[src/rtl/uart_pkg.sv]
// Shared UART definitions: receiver FSM states, parity-type encodings and the
// default data width used by the UART block.
package uart_pkg;

    localparam int DATA_WIDTH = 8;

    localparam logic PAR_EVEN = 1'b0;
    localparam logic PAR_ODD  = 1'b1;

    typedef enum logic [2:0] {
        IDLE   = 3'd0,
        START  = 3'd1,
        DATA   = 3'd2,
        PARITY = 3'd3,
        STOP   = 3'd4
    } uart_state_e;

endpackage

[src/rtl/uart_rx_sampler.sv]
// Per-bit edge counter and 3-sample majority voter for the UART receiver.
// The decision strobe fires on the cycle holding the third (mid-bit+1)
// sample, so the bit value registered by the caller is valid from edge
// PRESCALE/2+2 of the bit.
module uart_rx_sampler
    import uart_pkg::*;
#(
    parameter int PRESC_W = 6
) (
    input  logic               clk,
    input  logic               rst_n,
    input  logic               run,
    input  logic               rx_in,
    input  logic [PRESC_W-1:0] prescale,
    output logic               sample_valid,
    output logic               sample_bit,
    output logic               bit_end
);

    logic [PRESC_W-1:0] edge_cnt_q, edge_cnt_d;
    logic               s0_q, s0_d;
    logic               s1_q, s1_d;
    logic [PRESC_W-1:0] half;
    logic [PRESC_W-1:0] last;

    // Edge counter runs while a frame is active and clears whenever the
    // receiver is heading back to IDLE; the first two votes are captured here.
    always_comb begin
        half       = {1'b0, prescale[PRESC_W-1:1]};
        last       = prescale - PRESC_W'(1);
        edge_cnt_d = edge_cnt_q;
        s0_d       = s0_q;
        s1_d       = s1_q;
        if (!run) begin
            edge_cnt_d = '0;
        end else if (edge_cnt_q == last) begin
            edge_cnt_d = '0;
        end else begin
            edge_cnt_d = edge_cnt_q + PRESC_W'(1);
        end
        if (edge_cnt_q == half - PRESC_W'(1)) begin
            s0_d = rx_in;
        end
        if (edge_cnt_q == half) begin
            s1_d = rx_in;
        end
    end

    // Counter and vote registers.
    always_ff @(posedge clk) begin
        if (!rst_n) begin
            edge_cnt_q <= '0;
            s0_q       <= 1'b0;
            s1_q       <= 1'b0;
        end else begin
            edge_cnt_q <= edge_cnt_d;
            s0_q       <= s0_d;
            s1_q       <= s1_d;
        end
    end

    assign sample_valid = (edge_cnt_q == half + PRESC_W'(1));
    assign sample_bit   = (s0_q & s1_q) | (s0_q & rx_in) | (s1_q & rx_in);
    assign bit_end      = (edge_cnt_q == last);

endmodule

[src/rtl/uart_rx.sv]
// UART receiver: start detection, LSB-first data capture, optional parity
// check and stop-bit check. Results are reported with one-cycle pulses; the
// stop decision is taken at mid-stop so back-to-back frames are not missed.
module uart_rx
    import uart_pkg::*;
#(
    parameter int width   = DATA_WIDTH,
    parameter int PRESC_W = 6
) (
    input  logic               CLK,
    input  logic               RST,
    input  logic               RX_IN,
    input  logic               PAR_EN,
    input  logic               PAR_TYP,
    input  logic [PRESC_W-1:0] PRESCALE,
    output logic [width-1:0]   P_DATA,
    output logic               DATA_VALID,
    output logic               PAR_ERR,
    output logic               STP_ERR
);

    localparam int BIT_W = (width > 1) ? $clog2(width) : 1;

    uart_state_e        state_q, state_d;
    logic [BIT_W-1:0]   bit_cnt_q, bit_cnt_d;
    logic [width-1:0]   shift_q, shift_d;
    logic [width-1:0]   p_data_q, p_data_d;
    logic               data_valid_q, data_valid_d;
    logic               par_err_q, par_err_d;
    logic               stp_err_q, stp_err_d;
    logic               par_flag_q, par_flag_d;
    logic               par_en_q, par_en_d;
    logic               par_typ_q, par_typ_d;
    logic [PRESC_W-1:0] presc_q, presc_d;

    logic               run;
    logic [PRESC_W-1:0] presc_mux;
    logic               sample_valid;
    logic               sample_bit;
    logic               bit_end;
    logic               par_expect;

    // Before the frame configuration is latched, the live PRESCALE drives the counter.
    assign presc_mux = (state_q == IDLE) ? PRESCALE : presc_q;
    assign run       = (state_d != IDLE);

    uart_rx_sampler #(
        .PRESC_W (PRESC_W)
    ) u_sampler (
        .clk          (CLK),
        .rst_n        (RST),
        .run          (run),
        .rx_in        (RX_IN),
        .prescale     (presc_mux),
        .sample_valid (sample_valid),
        .sample_bit   (sample_bit),
        .bit_end      (bit_end)
    );

    // Next-state logic, bit capture, parity/stop checks and result pulses.
    always_comb begin
        state_d      = state_q;
        bit_cnt_d    = bit_cnt_q;
        shift_d      = shift_q;
        p_data_d     = p_data_q;
        data_valid_d = 1'b0;
        par_err_d    = 1'b0;
        stp_err_d    = 1'b0;
        par_flag_d   = par_flag_q;
        par_en_d     = par_en_q;
        par_typ_d    = par_typ_q;
        presc_d      = presc_q;
        par_expect   = (par_typ_q == PAR_ODD) ? ~(^shift_q) : (^shift_q);
        case (state_q)
            IDLE: begin
                if (!RX_IN) begin
                    state_d    = START;
                    par_en_d   = PAR_EN;
                    par_typ_d  = PAR_TYP;
                    presc_d    = PRESCALE;
                    bit_cnt_d  = '0;
                    par_flag_d = 1'b0;
                end
            end
            START: begin
                if (sample_valid && sample_bit) begin
                    state_d = IDLE;
                end else if (bit_end) begin
                    state_d = DATA;
                end
            end
            DATA: begin
                if (sample_valid) begin
                    shift_d = {sample_bit, shift_q[width-1:1]};
                end
                if (bit_end) begin
                    if (bit_cnt_q == BIT_W'(width - 1)) begin
                        bit_cnt_d = '0;
                        state_d   = par_en_q ? PARITY : STOP;
                    end else begin
                        bit_cnt_d = bit_cnt_q + BIT_W'(1);
                    end
                end
            end
            PARITY: begin
                if (sample_valid && (sample_bit != par_expect)) begin
                    par_flag_d = 1'b1;
                end
                if (bit_end) begin
                    state_d = STOP;
                end
            end
            STOP: begin
                if (sample_valid) begin
                    state_d = IDLE;
                    if (!sample_bit) begin
                        stp_err_d = 1'b1;
                        par_err_d = par_flag_q;
                    end else if (par_flag_q) begin
                        par_err_d = 1'b1;
                    end else begin
                        p_data_d     = shift_q;
                        data_valid_d = 1'b1;
                    end
                end
            end
            default: state_d = IDLE;
        endcase
    end

    // State, datapath and output registers.
    always_ff @(posedge CLK) begin
        if (!RST) begin
            state_q      <= IDLE;
            bit_cnt_q    <= '0;
            shift_q      <= '0;
            p_data_q     <= '0;
            data_valid_q <= 1'b0;
            par_err_q    <= 1'b0;
            stp_err_q    <= 1'b0;
            par_flag_q   <= 1'b0;
            par_en_q     <= 1'b0;
            par_typ_q    <= PAR_EVEN;
            presc_q      <= '0;
        end else begin
            state_q      <= state_d;
            bit_cnt_q    <= bit_cnt_d;
            shift_q      <= shift_d;
            p_data_q     <= p_data_d;
            data_valid_q <= data_valid_d;
            par_err_q    <= par_err_d;
            stp_err_q    <= stp_err_d;
            par_flag_q   <= par_flag_d;
            par_en_q     <= par_en_d;
            par_typ_q    <= par_typ_d;
            presc_q      <= presc_d;
        end
    end

    assign P_DATA     = p_data_q;
    assign DATA_VALID = data_valid_q;
    assign PAR_ERR    = par_err_q;
    assign STP_ERR    = stp_err_q;

endmodule
[config.mk]
export PLATFORM = sky130hd
export DESIGN_NAME = uart_rx
export DESIGN_NICKNAME = d
export VERILOG_FILES = /design/src/rtl/uart_pkg.sv /design/src/rtl/uart_rx_sampler.sv /design/src/rtl/uart_rx.sv
export SDC_FILE = /design/constraint.sdc
export NUM_CORES = 1
export LEC_CHECK = 0
export CAP_MARGIN = 20
export CORE_ASPECT_RATIO = 1.5
export CORE_MARGIN = 3
export CORE_UTILIZATION = 39
export DETAILED_ROUTE_END_ITERATION = 6
export PLACE_DENSITY = 0.69
export SYNTH_ARGS = -nofsm -noshare
export SYNTH_HDL_FRONTEND = slang
export SYNTH_HIERARCHICAL = 1
export SYNTH_SLANG_ARGS = --single-unit
[constraint.sdc]
create_clock -name CLK -period 3.9 [get_ports CLK]
set_input_delay 0.39 -clock CLK [delete_from_list [all_inputs] [get_ports CLK]]
set_output_delay 0.39 -clock CLK [all_outputs]
set_load 0.03 [all_outputs]
Word level (Yosys, flattened, before mapping)
Cells that the tools add are included.
Word-level totals
  word-level logic and storage cells: 79
  output and inout bits: 11
  bits in registers: 42
Cells by class
  multiplexer cells: 22
  eq/ne operators: 13
  reduce and logical (&&, ||, !) cells: 15
  bitwise gates (word level): 10
  add/sub/neg operators: 5
Operators by type and width (number)
  $mux 3: 11
  $eq 6x6->1: 3
  $pmux 3 s5: 1
  $reduce_and 3->1: 3
  $reduce_and 4->1: 2
  $reduce_xor 8->1: 1
  $mux 1: 7
  $add 5x1->6 const B: 1
  $add 6x1->6 const B: 1
  $eq 3x2->1 const B: 2
  $eq 3x3->1 const B: 2
  $eq 6x5->1: 1
  $mux 6: 1
  $ne 2x2->1 const B: 3
  $pmux 3 s2: 1
  $sub 5x1->6 const B: 1
  $sub 6x1->6 const B: 1
  $not 1->1: 5
  $reduce_and 2->1: 2
  $reduce_bool 2->1: 2
  $add 3x1->3 const B: 1
  $and 1x1->1: 3
  $eq 3x1->1 const B: 1
  $logic_not 3->1: 1
  6 further kinds: 8

Logic depth before layout (Yosys ltp)
  word-level depth: 10
  depth in mapped cells: 15

Cells and area by module
Netlist, hierarchy kept.
Modules (own cells, without submodules)
  uart_rx: times used 1, cells each 156, area each 1581.5 um2, sequential area each 680.7 um2
  uart_rx_sampler: times used 1, cells each 99, area each 800.8 um2, sequential area each 160.2 um2

Worst setup path after synthesis
Ideal clock, no wire load.
  kind: reg2reg
  start point: reg state_q[2]
  end point: reg u_sampler.edge_cnt_q[1]
  clock period less this slack: 3.716 ns
  path slack: 0.184 ns
  arrival: 3.636 ns
  path buffers: 1
  setup time: 0.080 ns
  stages on the path, launching flop included: 16
  path through: dfxtp_1 -> buf_2 -> nor3_2 -> mux2_2 -> inv_1 -> ha_1 -> nor2b_1 -> a21oi_1 -> a211o_1 -> a2111oi_4 -> nor4bb_1 -> nand3_1 -> and3_1 -> o221ai_1 -> nand2_1 -> nor3b_1
Between the ends
  cells in the longest elaborated chain, start to end: 10
  elaborated cells between the ends (all ways): 22
  those cells by class: 2 x add/sub; 6 x eq/ne; 9 x mux; 1 x bitwise; 4 x reduce/logical
RTL lines
  start, declared: RTL line uart_rx.sv:24  | uart_state_e state_q, state_d;
  start signal, assigned: RTL line uart_rx.sv:146  | state_q <= state_d;
  $logic_not 3->1 *: RTL line uart_rx.sv:44  | assign presc_mux = (state_q == IDLE) ? PRESCALE : presc_q;
  $mux 6 *: RTL line uart_rx.sv:44
  named net presc_mux[1]: RTL line uart_rx.sv:37  | logic [PRESC_W-1:0] presc_mux;
  $sub 6x1->6 *: RTL line uart_rx_sampler.sv:30  | last = prescale - PRESC_W'(1);
  $eq 6x6->1 *: RTL line uart_rx_sampler.sv:64  | assign bit_end = (edge_cnt_q == last);
  named net bit_end: RTL line uart_rx.sv:40  | logic bit_end;
  $mux 3: RTL line uart_rx.sv:88  | end else if (bit_end) begin
  $mux 3: RTL line uart_rx.sv:86  | if (sample_valid && sample_bit) begin
  $pmux 3 s5 *: RTL line uart_rx.sv:74  | case (state_q)
  $reduce_bool 3->1 *: RTL line uart_rx.sv:45  | assign run = (state_d != IDLE);
  named net run: RTL line uart_rx.sv:36  | logic run;
  $not 1->1 (no line) *
  $reduce_or 3->1 (no line) *
  end signal, assigned: RTL line uart_rx_sampler.sv:56  | edge_cnt_q <= edge_cnt_d;
  end, declared: RTL line uart_rx_sampler.sv:20  | logic [PRESC_W-1:0] edge_cnt_q, edge_cnt_d;
Mark *: on every way through the listed nets, which the timed path passes. The rest lies on a longest branch.
A chain may end at the register's enable or synchronous reset.

Final worst setup path
  start point: reg state_q[1]
  end point: reg u_sampler.edge_cnt_q[1]
Same word-level chain as after synthesis.

==> flow_summary.ini <==
[worst_setup_path]
startpoint_type = flip-flop
r2r_slack_ps = 330
critPathMaxFanout = 10
rr_endpoint = u_sampler/edge_cnt_q[1]
worstSetupPathType = reg -> reg
crit_arrival_ps = 3790
r2r_cells = 15
critical_path_required_ps = 4110
reg2reg_from = state_q[1]
cp-end-kind = flip-flop

[pwr]
power_frac_comb_pct = 17.4
power_density_nw_per_um2 = 368
power.internal_uw = 779
power_mw = 1.05
pwr-share-clk_pct = 39.6
switching_share_pct = 25.5
power.leakage_nw = 0.954
p_sw_uw = 266
seqPwrFrac_pct = 43.0
max-vdd-ir-drop_mv = 0.190

[drt]
route.detailed.drc = 0
wl_per_cell_um = 14.0
drt-initial-drc-count = 76
final_antenna_net_count = 0
vias = 1839
wl_um = 4930
dr.pass1.iters = 5
routed_via_density = 5.21

[final_layout]
fillers = 567
final_util_pct = 48.4
area_delta_synth_final_pct = 19.3
fin_nets = 298
diodes = 0
layout-drive-gt1-share_pct = 12.8

[floorplan]
die_x_um = 69.8
initial_core_util_pct = 40.6
core_area_um2 = 5870
die_area_um2 = 7100
die_h_um = 102
rows = 34
ios = 22

[synth]
synth_flop_cell = dfxtp_1
synth_xor_area_share_pct = 10.9
ys_async_sr_fraction_pct = 0
synth_top_family_by_area = simple AND/OR/NAND/NOR gates
synth_largest_area_cell = dfxtp_1
yosys-top-cells-area = dfxtp_1, mux2i_1, xnor2_1
ys_seq_elements = 42
synth_area_per_cell_um2 = 9.34
yosys.area_share.simple_pct = 24.6
synth.yosys.warnings = 6
ys_seq_area_share_pct = 35.3
synth_fa_ha_area_share_pct = 4.10
synth.distinct_cells = 51
muxShareOfSynthArea_pct = 10.4
netlist_area_um2 = 2380
synth_top_area_share_pct = 35.3
synthCells = 255
synth-edff-count = 0
synthTopCellsByCount = dfxtp_1, nand2_1, nor2b_1, xnor2_1, mux2i_1
synth-compound-area-share_pct = 10.8
synth_nets = 273
yosysMostFrequentCell = dfxtp_1

[placement]
dpl.hpwl_um = 3610
place_congestion = 0.838
numPortBuffers = 21

[clocking]
clk_pin_slew_ps = 80
cts_hold_buf = 0
cts_buffers = 5
cts_tree = yes
cts_buffer_depth = 2
root_buffer = clkbuf_8
cts_sinks = 42
clk_latency_ps = 300
htreeDepth = 2

[hold_path]
worstHoldStart = u_sampler/s0_q
min_to = u_sampler/s0_q
hp-class = reg -> reg
hold_depth = 2

[sta]
setup_viol = 0
hold_viol_final = 0
timing.final.crit_share_pct = 91.7
max_freq_mhz = 280
skew_ps = 12.8
tightest_slew_ps = 554
finalCriticalPeriod_ps = 3570
relSlewSlack_pct = 63.0
maxSlewViolCount = 0

[global_routing]
grt.total_usage_pct = 14.5
overflow = 0
antenna_found_initial = 0
grt_max_degree = 21
grt_pass1_wl_um = 8220
grt_pass1_vias = 1811

[outcome]
status = complete, no violations

[run]
max_cap_viol_count = 0
[registers in the layout (all words and copies together) (netlist names)]
register              cells
presc_q                   6
STP_ERR                   1
u_sampler/edge_cnt_q      6
bit_cnt_q                 3
par_en_q                  1
state_q                   3
P_DATA                    8
u_sampler/s1_q            1
par_flag_q                1
shift_q                   8
par_typ_q                 1
u_sampler/s0_q            1
PAR_ERR                   1
DATA_VALID                1
[per-layer routing]
layer  track usage, %  up-vias  part of all wire, %
met3             2.58       17                  2.7
met4             8.11        0                  3.9
met1             15.6      860                   42
li1                 -      926                    -
met2             26.4       36                   51
met5                0        -                    0
[worst max-delay path by stage]
stage                               to  cells past startpoint        from
3_3_place_gp   u_sampler/edge_cnt_q[1]                     14  state_q[1]
3_5_place_dp   u_sampler/edge_cnt_q[5]                     14  state_q[1]
4_1_cts        u_sampler/edge_cnt_q[5]                     14  state_q[1]
2_1_floorplan  u_sampler/edge_cnt_q[1]                     15  state_q[2]
5_1_grt        u_sampler/edge_cnt_q[1]                     15  state_q[1]
6_report       u_sampler/edge_cnt_q[1]                     15  state_q[1]
[critical path, stage by stage, from the launching register on]
cell       delay [ps]
dfxtp_1           440
nor3_4            310
buf_4             170
mux2_2            360
inv_1              60
ha_1              150
nor2b_1           210
a21oi_1           100
a211o_1           340
a2111oi_4         300
nor4bb_2          300
nand3_1           110
and3_1            170
o221ai_1           70
nand2_1           160
nor3b_1           230
[area by class of cell]
class / instances / area (µm²) / area share (%)
multi-input combinational: 194 / 1470 / 51.6
sequential: 42 / 841 / 29.6
timing repair buffer: 31 / 285 / 10.0
tap: 72 / 90.1 / 3.17
clock buffer: 5 / 68.8 / 2.42
clock inverter: 3 / 68.8 / 2.42
inverter: 6 / 22.5 / 0.793
[power by group through the flow]
stage | registers [mW] | clock network (mW) | logic (mW)
5_1_grt | 0.451 | 0.440 | 0.201
3_5_place_dp | 0.459 | 0 | 0.176
6_report | 0.450 | 0.414 | 0.182
3_3_place_gp | 0.459 | 0 | 0.174
4_1_cts | 0.449 | 0.421 | 0.177
2_1_floorplan | 0.455 | 0 | 0.137
[timing repair]
action	4_1_cts	5_1_grt
endpoints found under the hold margin	0	0
endpoints found under the setup margin	0	7
setup buffers	0	3
gates resized for setup	0	3
[kinds of logic after synthesis]
family                     after synthesis
AOI/OAI and AO/OA                       31
xor gates and xnor gates                28
adders and majority gates                8
buffers and inverters                   19
DFF                                     42
muxes                                   24
and+or+nand+nor                        103
[layout by cell type, fill, tap and decap left out, types with 2 or more instances in the layout]
| cell | count |
|---|---|
| bufinv_16 | 2 |
| clkdlybuf4s50_1 | 21 |
| xnor2_1 | 20 |
| a21boi_0 | 10 |
| xor2_1 | 7 |
| mux2_2 | 6 |
| clkbuf_8 | 5 |
| nor2b_1 | 23 |
| nor3_1 | 7 |
| inv_1 | 6 |
| nand2b_1 | 2 |
| ha_1 | 7 |
| nand4_1 | 2 |
| mux2i_1 | 18 |
| nor3_4 | 2 |
| nor3_2 | 2 |
| nor3b_1 | 3 |
| and2_1 | 3 |
| nand3_1 | 9 |
| nand2_1 | 34 |
| o21ai_0 | 2 |
| nor2_1 | 5 |
| a21oi_1 | 2 |
| dfxtp_1 | 42 |
| o211ai_1 | 4 |
| a22oi_1 | 2 |
| buf_4 | 10 |
[stage by stage]
stage	hold slack (ps)	area, µm²	TNS (ps)	std cells	setup slack, ps
6_report	471	2840	0	353	325
5_1_grt	501	2840	-23.5	353	-12.8
4_1_cts	474	2800	0	350	221
3_5_place_dp	462	2660	0	342	252
3_3_place_gp	450	2660	0	342	375
2_1_floorplan	433	2380	0	255	184
Power figures use the tool's default switching activity.
